--- src/rtl/key_sense.sv ---
// Capacitive key scanner: discharges each pad in turn, times how long it takes
// to recharge, and debounces the thresholded result into a per-key pressed state.
module key_sense #(
    parameter int NUM_KEYS         = 8,
    parameter int DISCHARGE_CYCLES = 64,
    parameter int TIMEOUT          = 4095,
    parameter int THRESH_ON        = 200,
    parameter int THRESH_OFF       = 150,
    parameter int DEBOUNCE         = 3
) (
    input  logic                clk,
    input  logic                rst,
    input  logic [NUM_KEYS-1:0] pad_in,
    output logic [NUM_KEYS-1:0] pad_dis,
    output logic [NUM_KEYS-1:0] keys,
    output logic [NUM_KEYS-1:0] fault,
    output logic                scan_done,
    output logic [3:0]          cur_key,
    output logic [11:0]         cur_count
);
    localparam int KW = (NUM_KEYS > 1) ? $clog2(NUM_KEYS) : 1;
    localparam int DW = (DISCHARGE_CYCLES > 1) ? $clog2(DISCHARGE_CYCLES) : 1;
    localparam int CW = $clog2(DEBOUNCE + 1);

    localparam logic [11:0]   CNT_MAX  = 12'(TIMEOUT);
    localparam logic [11:0]   CNT_ON   = 12'(THRESH_ON);
    localparam logic [11:0]   CNT_OFF  = 12'(THRESH_OFF);
    localparam logic [DW-1:0] DIS_LAST = DW'(DISCHARGE_CYCLES - 1);
    localparam logic [CW-1:0] DEB_LAST = CW'(DEBOUNCE - 1);
    localparam logic [3:0]    KEY_LAST = 4'(NUM_KEYS - 1);

    typedef enum logic [1:0] {
        S_DISCHARGE,
        S_MEASURE,
        S_EVAL
    } state_t;

    state_t              r_state;
    state_t              w_nextState;
    logic [NUM_KEYS-1:0] r_sync1;
    logic [NUM_KEYS-1:0] r_sync2;
    logic [NUM_KEYS-1:0] r_keys;
    logic [NUM_KEYS-1:0] r_fault;
    logic [DW-1:0]       r_disCnt;
    logic [11:0]         r_count;
    logic [3:0]          r_key;
    logic [CW-1:0]       r_deb [NUM_KEYS];
    logic                r_scanDone;

    logic [KW-1:0]       w_idx;
    logic                w_padNow;
    logic                w_atMax;
    logic                w_sample;

    assign w_idx    = r_key[KW-1:0];
    assign w_padNow = r_sync2[w_idx];
    assign w_atMax  = (r_count == CNT_MAX);

    // Counts inside the hysteresis band keep the key's present state.
    always_comb begin
        if (r_count >= CNT_ON) begin
            w_sample = 1'b1;
        end else if (r_count < CNT_OFF) begin
            w_sample = 1'b0;
        end else begin
            w_sample = r_keys[w_idx];
        end
    end

    always_ff @(posedge clk or negedge rst) begin
        if (!rst) begin
            r_state <= S_DISCHARGE;
        end else begin
            r_state <= w_nextState;
        end
    end

    // Saturation is checked first, so a count parked at the ceiling in EVAL
    // always means the measurement timed out.
    always_comb begin
        w_nextState = r_state;
        case (r_state)
            S_DISCHARGE: begin
                if (r_disCnt == DIS_LAST) begin
                    w_nextState = S_MEASURE;
                end
            end
            S_MEASURE: begin
                if (w_atMax || w_padNow) begin
                    w_nextState = S_EVAL;
                end
            end
            S_EVAL: begin
                w_nextState = S_DISCHARGE;
            end
            default: begin
                w_nextState = S_DISCHARGE;
            end
        endcase
    end

    always_ff @(posedge clk or negedge rst) begin
        if (!rst) begin
            r_sync1    <= '0;
            r_sync2    <= '0;
            r_keys     <= '0;
            r_fault    <= '0;
            r_disCnt   <= '0;
            r_count    <= '0;
            r_key      <= '0;
            r_scanDone <= 1'b0;
            for (int i = 0; i < NUM_KEYS; i++) begin
                r_deb[i] <= '0;
            end
        end else begin
            r_sync1    <= pad_in;
            r_sync2    <= r_sync1;
            r_scanDone <= 1'b0;
            case (r_state)
                S_DISCHARGE: begin
                    r_count  <= '0;
                    r_disCnt <= (r_disCnt == DIS_LAST) ? '0 : r_disCnt + DW'(1);
                end
                S_MEASURE: begin
                    if (!w_atMax && !w_padNow) begin
                        r_count <= r_count + 12'd1;
                    end
                end
                S_EVAL: begin
                    if (w_atMax) begin
                        r_fault[w_idx] <= 1'b1;
                    end else begin
                        r_fault[w_idx] <= 1'b0;
                        if (w_sample == r_keys[w_idx]) begin
                            r_deb[w_idx] <= '0;
                        end else if (r_deb[w_idx] == DEB_LAST) begin
                            r_keys[w_idx] <= ~r_keys[w_idx];
                            r_deb[w_idx]  <= '0;
                        end else begin
                            r_deb[w_idx] <= r_deb[w_idx] + CW'(1);
                        end
                    end
                    r_count    <= '0;
                    r_scanDone <= (r_key == KEY_LAST);
                    r_key      <= (r_key == KEY_LAST) ? 4'd0 : r_key + 4'd1;
                end
                default: begin
                    r_count <= '0;
                end
            endcase
        end
    end

    // Every pad except the one being timed is held discharged.
    always_comb begin
        pad_dis = '1;
        if (r_state == S_MEASURE) begin
            pad_dis[w_idx] = 1'b0;
        end
    end

    assign keys      = r_keys;
    assign fault     = r_fault;
    assign scan_done = r_scanDone;
    assign cur_key   = r_key;
    assign cur_count = r_count;

endmodule
--- config.mk ---
export PLATFORM = sky130hd
export DESIGN_NAME = key_sense
export DESIGN_NICKNAME = d
export VERILOG_FILES = /design/src/rtl/key_sense.sv
export SDC_FILE = /design/constraint.sdc
export NUM_CORES = 1
export LEC_CHECK = 0
export ABC_CLOCK_PERIOD_IN_PS = 2650
export CAP_MARGIN = 20
export CORE_MARGIN = 2
export CORE_UTILIZATION = 49
export DETAILED_ROUTE_END_ITERATION = 7
export MAX_ROUTING_LAYER = met4
export PLACE_DENSITY = 0.76
export SYNTH_ARGS = -nofsm -noshare
export SYNTH_HDL_FRONTEND = slang
export SYNTH_SLANG_ARGS = --single-unit
--- constraint.sdc ---
create_clock -name clk -period 2.65 [get_ports clk]
set_input_delay 0.53 -clock clk [delete_from_list [all_inputs] [get_ports clk]]
set_output_delay 0.53 -clock clk [all_outputs]
set_load 0.02 [all_outputs]
==> results.txt, run 1 <==
Outcome -> complete, no violations
Final wirelength -> 7800 µm
Crit path max-delay family -> buffers and inverters
Worst Setup Path Type -> reg -> out
Clock Sink Count -> 73
Register area share after synthesis -> 53.8%
Measured slew at the worst slew-check pin -> 686 ps
Hold Fails Final Rpt -> 0
Crit end category -> output port
Antenna violations before repair -> 0
Core box area -> 0.00676 mm²
Ys async rst share -> 100%
Pwr Density -> 487 mW/mm²
Largest net degree at the start of global routing -> 74
Die H -> 87.3 µm
Max_cap viols -> 0
DRT Pass-1 Iters -> 7
Inst Count DP -> 463
Crit path DAT -> 2020 ps
Syn_nets -> 342
Slowest stage delay, CP -> 560 ps
Die ar. -> 0.00762 mm²
Final std cells w/o fill -> 479
Vias in the first global route -> 2614
Hpwl dp -> 5470 µm
Ys Warns -> 0
Critical path cell sequence -> nor2b_1, and2_1, nand2_1, clkdlybuf4s50_1
Distinct cells, synth -> 47
Gp weighted congestion -> 0.918
CTS Hold Buffers Added -> 0
Commonest non-fill, non-tap cells in the layout -> 71 x dfrtp_1, 48 x nand2_1, 47 x clkdlybuf4s50_1
Vias -> 2770
Mapped Cells -> 327
P_leak -> 1.77 nW
Final worst path period share -> 96.4%
Critical Path RT -> 2120 ps
CTS buffer count -> 9
Rows -> 30
Sum of negative setup slack -> 0 ps
Clk buf depth -> 2
Global-route wire length before repair -> 12900 µm
Clock skew -> 7.54 ps
Final Core Density -> 63.8%
Via-per-instance ratio -> 5.78
Root buffer cell -> clkbuf_8
Worst skew pair latency -> 350 ps
Ports -> 51
Routed WL per cell -> 16.3 µm
Most common cell after layout, fill and taps aside -> dfrtp_1
NetSw -> 0.436 mW
Startpoint type of the worst setup path -> flop
Fill count -> 530
Min cycle time layout -> 2550 ps
Iter 0 DRT Violations -> 184
EDFF count, synth -> 0
Hold crit path type -> in -> async
Clk pwr share -> 44.0%
Reg clk slew, reported paths -> 70 ps
All-Layer GR Usage -> 23.3%
CTS tree -> built
Synth top area cells -> dfrtp_1 54%, nand2_1 5.3%, mux2_2 3.6%, o21ai_0 2.9%, nand3_1 2.5%
Initial core utilization -> 50.3%
Worst vdd ir -> 0.363 mV
Critical-path top delay cell -> clkdlybuf4s50_1
Buffer and inverter count on the worst path -> 1
Fin. max-slew vios -> 0
Synth Register Bits -> 73
Crit-path max FO -> 15
Synth Area per Inst -> 10.4 µm²
Sw frac -> 20.8%
Internal power -> 1.67 mW
Port bufs -> 50
Die W -> 87.3 µm
Synth Flop Type -> dfrtp_1
Antenna Cells -> 0
Area leader, netlist -> dfrtp_1
PnR Total Power -> 2.10 mW
Max Freq -> 391 MHz
Final setup fails -> 0
Remaining Overflow, GRT -> 0
Flop pwr share -> 53.7%
Slew HR -> 53.9%
Layout area overhead -> 26.9%
RSZ-0062 raised after global routing -> true
Antenna Nets Post-Route -> 0
# DRC -> 0
Layout cells sized above 1 -> 15.3%
Post-synth top area share -> 53.8%
Combinational share of power -> 2.3%
H-tree Lvls -> 3
Cell Area, Synth -> 0.00340 mm²
NumNets Final -> 410
[final cells by class]
class	count	area (µm²)	share of cell area (%)
timing repair buffer	69	648	15.0
inverter	6	22.5	0.522
tap	80	100	2.32
clock buffer	9	124	2.87
multi-input combinational	236	1500	34.9
clock inverter	6	83.8	1.94
sequential	73	1830	42.4
[through the flow]
step	hold slack, ps	setup WS (ps)	area (µm²)
final	182	95.5	4310
after global routing	216	-7.73	4310
after global placement	331	156	4090
after CTS	207	98.5	4290
after floorplan	234	7.01	3400
after detailed placement	335	41.3	4090
[final timing paths]
kind | startpoint | to | slack, ps | cells after the start
max reg2reg | cur_count[0]$_DFFE_PN0P_ | cur_count[7]$_DFFE_PN0P_ | 120 | 6
min in group clk | r_sync1[5]$_DFF_PN0_ | r_sync2[5]$_DFF_PN0_ | 350 | 0
min reg2reg | r_sync1[5]$_DFF_PN0_ | r_sync2[5]$_DFF_PN0_ | 350 | 0
max in group asynchronous | rst | cur_key[2]$_DFFE_PN0P_ | 2150 | 2
max | cur_key[2]$_DFFE_PN0P_ | pad_dis[5] | 100 | 4
min | rst | r_disCnt[3]$_DFFE_PN0P_ | 180 | 2
[cells in the mapped netlist (all sizes together) (3+ instances only)]
cell and n:
nor4 3, o31ai 5, nand3 17, or4 5, nand4 5, inv 6, or3 6, and2 5
o21ai 30, nand3b 3, a22o 5, mux2i 6, dfrtp 73, and3 9, xnor2 6, a21oi 16
nor2 17, nor2b 5, ha 5, buf 5, nand2 48, clkbuf 7, mux2 12, nand2b 3
[what timing repair did]
action                     4_1_cts  5_1_grt
buffers inserted                 0        1
setup endpoints to repair        8        4
gates resized for setup          4        2
pin swaps                        0        2
[power groups by stage]
stage	combinational (mW)	clock [mW]	sequential (mW)
CTS	0.0491	0.932	1.13
floorplan	0.0117	0	1.15
detailed placement	0.0492	0	1.15
finish	0.0474	0.925	1.13
global placement	0.0481	0	1.15
global route	0.0549	0.989	1.13
[cells by family after synthesis]
group / share of synthesized area, %
buffers and inverters: 2.50
AOI/OAI and AO/OA: 12.7
muxes: 7.18
DFF: 53.8
adders and majority gates: 1.84
xor gates and xnor gates: 1.80
and+or+nand+nor: 20.2
[metal layers]
metal  part of all wire (%)  vias to the layer above  track usage [%]
li1                       -                     1308                -
met3                    5.2                       11             5.97
met5                      0                        -                -
met1                     46                     1368             31.9
met4                    1.6                        0             8.53
met2                     47                       83             33.5
(Power assumes the default switching activity.)
==> inputs of run 2 (changes only) <==
==> config.mk (replaced) <==
export PLATFORM = sky130hd
export DESIGN_NAME = key_sense
export DESIGN_NICKNAME = d
export VERILOG_FILES = /design/src/rtl/key_sense.sv
export SDC_FILE = /design/constraint.sdc
export NUM_CORES = 1
export LEC_CHECK = 0
export ABC_CLOCK_PERIOD_IN_PS = 3100
export CAP_MARGIN = 20
export CELL_PAD_IN_SITES_DETAIL_PLACEMENT = 1
export CELL_PAD_IN_SITES_GLOBAL_PLACEMENT = 1
export CORE_MARGIN = 2
export CORE_UTILIZATION = 45
export DETAILED_ROUTE_END_ITERATION = 7
export GPL_ROUTABILITY_DRIVEN = 0
export MAX_ROUTING_LAYER = met4
export PLACE_DENSITY_LB_ADDON = 0.1
export SYNTH_ARGS = -nofsm -noshare
export SYNTH_HDL_FRONTEND = slang
export SYNTH_SLANG_ARGS = --single-unit
==> constraint.sdc (replaced) <==
create_clock -name clk -period 3.1 [get_ports clk]
set_input_delay 0.62 -clock clk [delete_from_list [all_inputs] [get_ports clk]]
set_output_delay 0.62 -clock clk [all_outputs]
set_load 0.02 [all_outputs]
==> results.txt, run 2 (synthesis results as in run 1) <==
Outcome -> complete, no violations
Vias in the first global route -> 2846 (+8.9%)
Slowest stage delay, CP -> 650 ps (+90 ps)
Hold Fails Final Rpt -> 0 (unchanged)
Root buffer cell -> clkbuf_8
Worst vdd ir -> 0.295 mV (-19%)
Startpoint type of the worst setup path -> flop
Critical-path top delay cell -> dfrtp_1
Clk buf depth -> 2 (unchanged)
Placed inst area -> 0.00406 mm² (-0.67%)
Fill count -> 830 (+57%)
Remaining Overflow, GRT -> 0 (unchanged)
Initial core utilization -> 46.6% (-3.7 points)
Internal power -> 1.46 mW (-13%)
Die ar. -> 0.00826 mm² (+8.5%)
Largest net degree at the start of global routing -> 42 (-43%)
Min cycle time layout -> 2940 ps
H-tree Lvls -> 3 (unchanged)
Ports -> 51 (unchanged)
Most common cell after layout, fill and taps aside -> dfrtp_1
# DRC -> 0 (unchanged)
Fin. max-slew vios -> 0 (unchanged)
Layout cells sized above 1 -> 12.7% (-2.6 points)
Layout area overhead -> 26.0%
Antenna Cells -> 0 (unchanged)
Reg clk slew, reported paths -> 70 ps (about the same)
Register area -> 0.00183 mm² (about the same)
Global-route wire length before repair -> 15000 µm (+16%)
Crit-path max FO -> 13 (-2)
NumNets Final -> 403 (-1.7%)
P_leak -> 1.74 nW (-1.9%)
Critical path cell sequence -> buf_4, or2b_1, nor2_1, nand2_1, clkdlybuf4s50_1
Cts repair resizes -> 0 (-4)
Vias -> 2766 (-0.14%)
Max Freq -> 341 MHz
Worst skew pair latency -> 350 ps (about the same)
Final worst path period share -> 94.7%
Hpwl dp -> 6430 µm (+18%)
Commonest non-fill, non-tap cells in the layout -> 72 x dfrtp_1, 49 x clkdlybuf4s50_1, 48 x nand2_1
Routed WL per cell -> 18.1 µm (+11%)
Clock Sink Count -> 73 (unchanged)
Clock skew -> 9.12 ps (+1.59 ps)
Iter 0 DRT Violations -> 136 (-26%)
CTS tree -> built
CTS buffer count -> 9 (unchanged)
Clk pwr share -> 45.1% (+1.1 points)
Fin area -> 0.00428 mm² (-0.73%)
DRT Pass-1 Iters -> 4 (-3)
Worst Setup Path Type -> reg -> out
Critical Path RT -> 2480 ps (+360 ps)
Setup Fix Bufs, Post-CTS -> 0 (unchanged)
Die W -> 90.9 µm (+4.2%)
Pwr Density -> 429 mW/mm² (-12%)
CTS Hold Buffers Added -> 0 (unchanged)
Slew HR -> 47.9% (-6.0 points)
Sum of negative setup slack -> 0 ps (unchanged)
Hold crit path type -> in -> async
Antenna violations before repair -> 0 (unchanged)
All-Layer GR Usage -> 24.0% (+0.71 points)
Antenna Nets Post-Route -> 0 (unchanged)
NetSw -> 0.380 mW (-13%)
Sw frac -> 20.7% (-0.059 points)
Core box area -> 0.00729 mm² (+7.9%)
Max_cap viols -> 0 (unchanged)
RSZ-0062 raised after global routing -> false
Area of the multi-input gates -> 0.00149 mm² (-1.2%)
Rows -> 31 (+3.3%)
Flop pwr share -> 52.6% (-1.1 points)
Crit path DAT -> 2320 ps (+300 ps)
Final setup fails -> 0 (unchanged)
Crit end category -> output port
Final wirelength -> 8920 µm (+14%)
Via-per-instance ratio -> 5.62 (-2.8%)
Measured slew at the worst slew-check pin -> 782 ps (+96.1 ps)
Die H -> 90.9 µm (+4.2%)
Combinational share of power -> 2.3% (about the same)
Port bufs -> 50 (unchanged)
## run 2: worst max-delay path, delay by kind of cell (launching register included)
kind	cells	cell delay, ps
and+or+nand+nor	3	510
DFF	1	650
buffers and inverters	2	810
## run 2: through the flow
stage	std cells	hold slack (ps)	setup WS (ps)	total power, mW	utilization [%]
after floorplan	327	324	356	0.993	-
after global placement	476	333	365	1.03	55.6
after detailed placement	476	339	239	1.03	55.6
after CTS	492	352	75.3	1.86	58.7
after global routing	492	359	25.7	1.90	58.7
final	492	344	165	1.84	58.7
## run 2: layer usage
| metal | GRT usage [%] | up-vias | routed length [µm] |
|---|---|---|---|
| met5 | - | - | 0 |
| met4 | 5.93 | 0 | 95 |
| met2 | 37.1 | 76 | 4240 |
| met3 | 5.93 | 9 | 422 |
| li1 | - | 1293 | - |
| met1 | 32.1 | 1388 | 4160 |
## run 2: power by group through the flow
stage	combinational (mW)	clock (mW)	sequential [mW]
floorplan	0.00999	0	0.983
global placement	0.0419	0	0.983
detailed placement	0.0435	0	0.984
CTS	0.0439	0.854	0.965
global route	0.0474	0.891	0.966
finish	0.0416	0.829	0.965
## run 2: worst paths after layout
path                                       endpoint                   start  slack, ps  cells past startpoint
min in group clk               r_sync2[0]$_DFF_PN0_    r_sync1[0]$_DFF_PN0_        350                      0
setup / recovery                         pad_dis[3]  cur_key[0]$_DFFE_PN0P_        160                      5
max in group asynchronous      r_sync2[5]$_DFF_PN0_                     rst       2070                      2
hold reg to reg                r_sync2[0]$_DFF_PN0_    r_sync1[0]$_DFF_PN0_        350                      0
hold / removal             cur_count[8]$_DFFE_PN0P_                     rst        340                      1
setup reg to reg                keys[1]$_DFFE_PN0P_  cur_key[1]$_DFFE_PN0P_        310                      7
## run 2: final cells by class
| cell class | count | area share [%] |
|---|---|---|
| clock inverters | 4 | 1.78 |
| repair buffers | 62 | 14.0 |
| well taps | 99 | 2.89 |
| clock buffers | 12 | 3.39 |
| multi-input cells | 236 | 34.7 |
| flip-flops and latches | 73 | 42.7 |
| inverters | 6 | 0.526 |
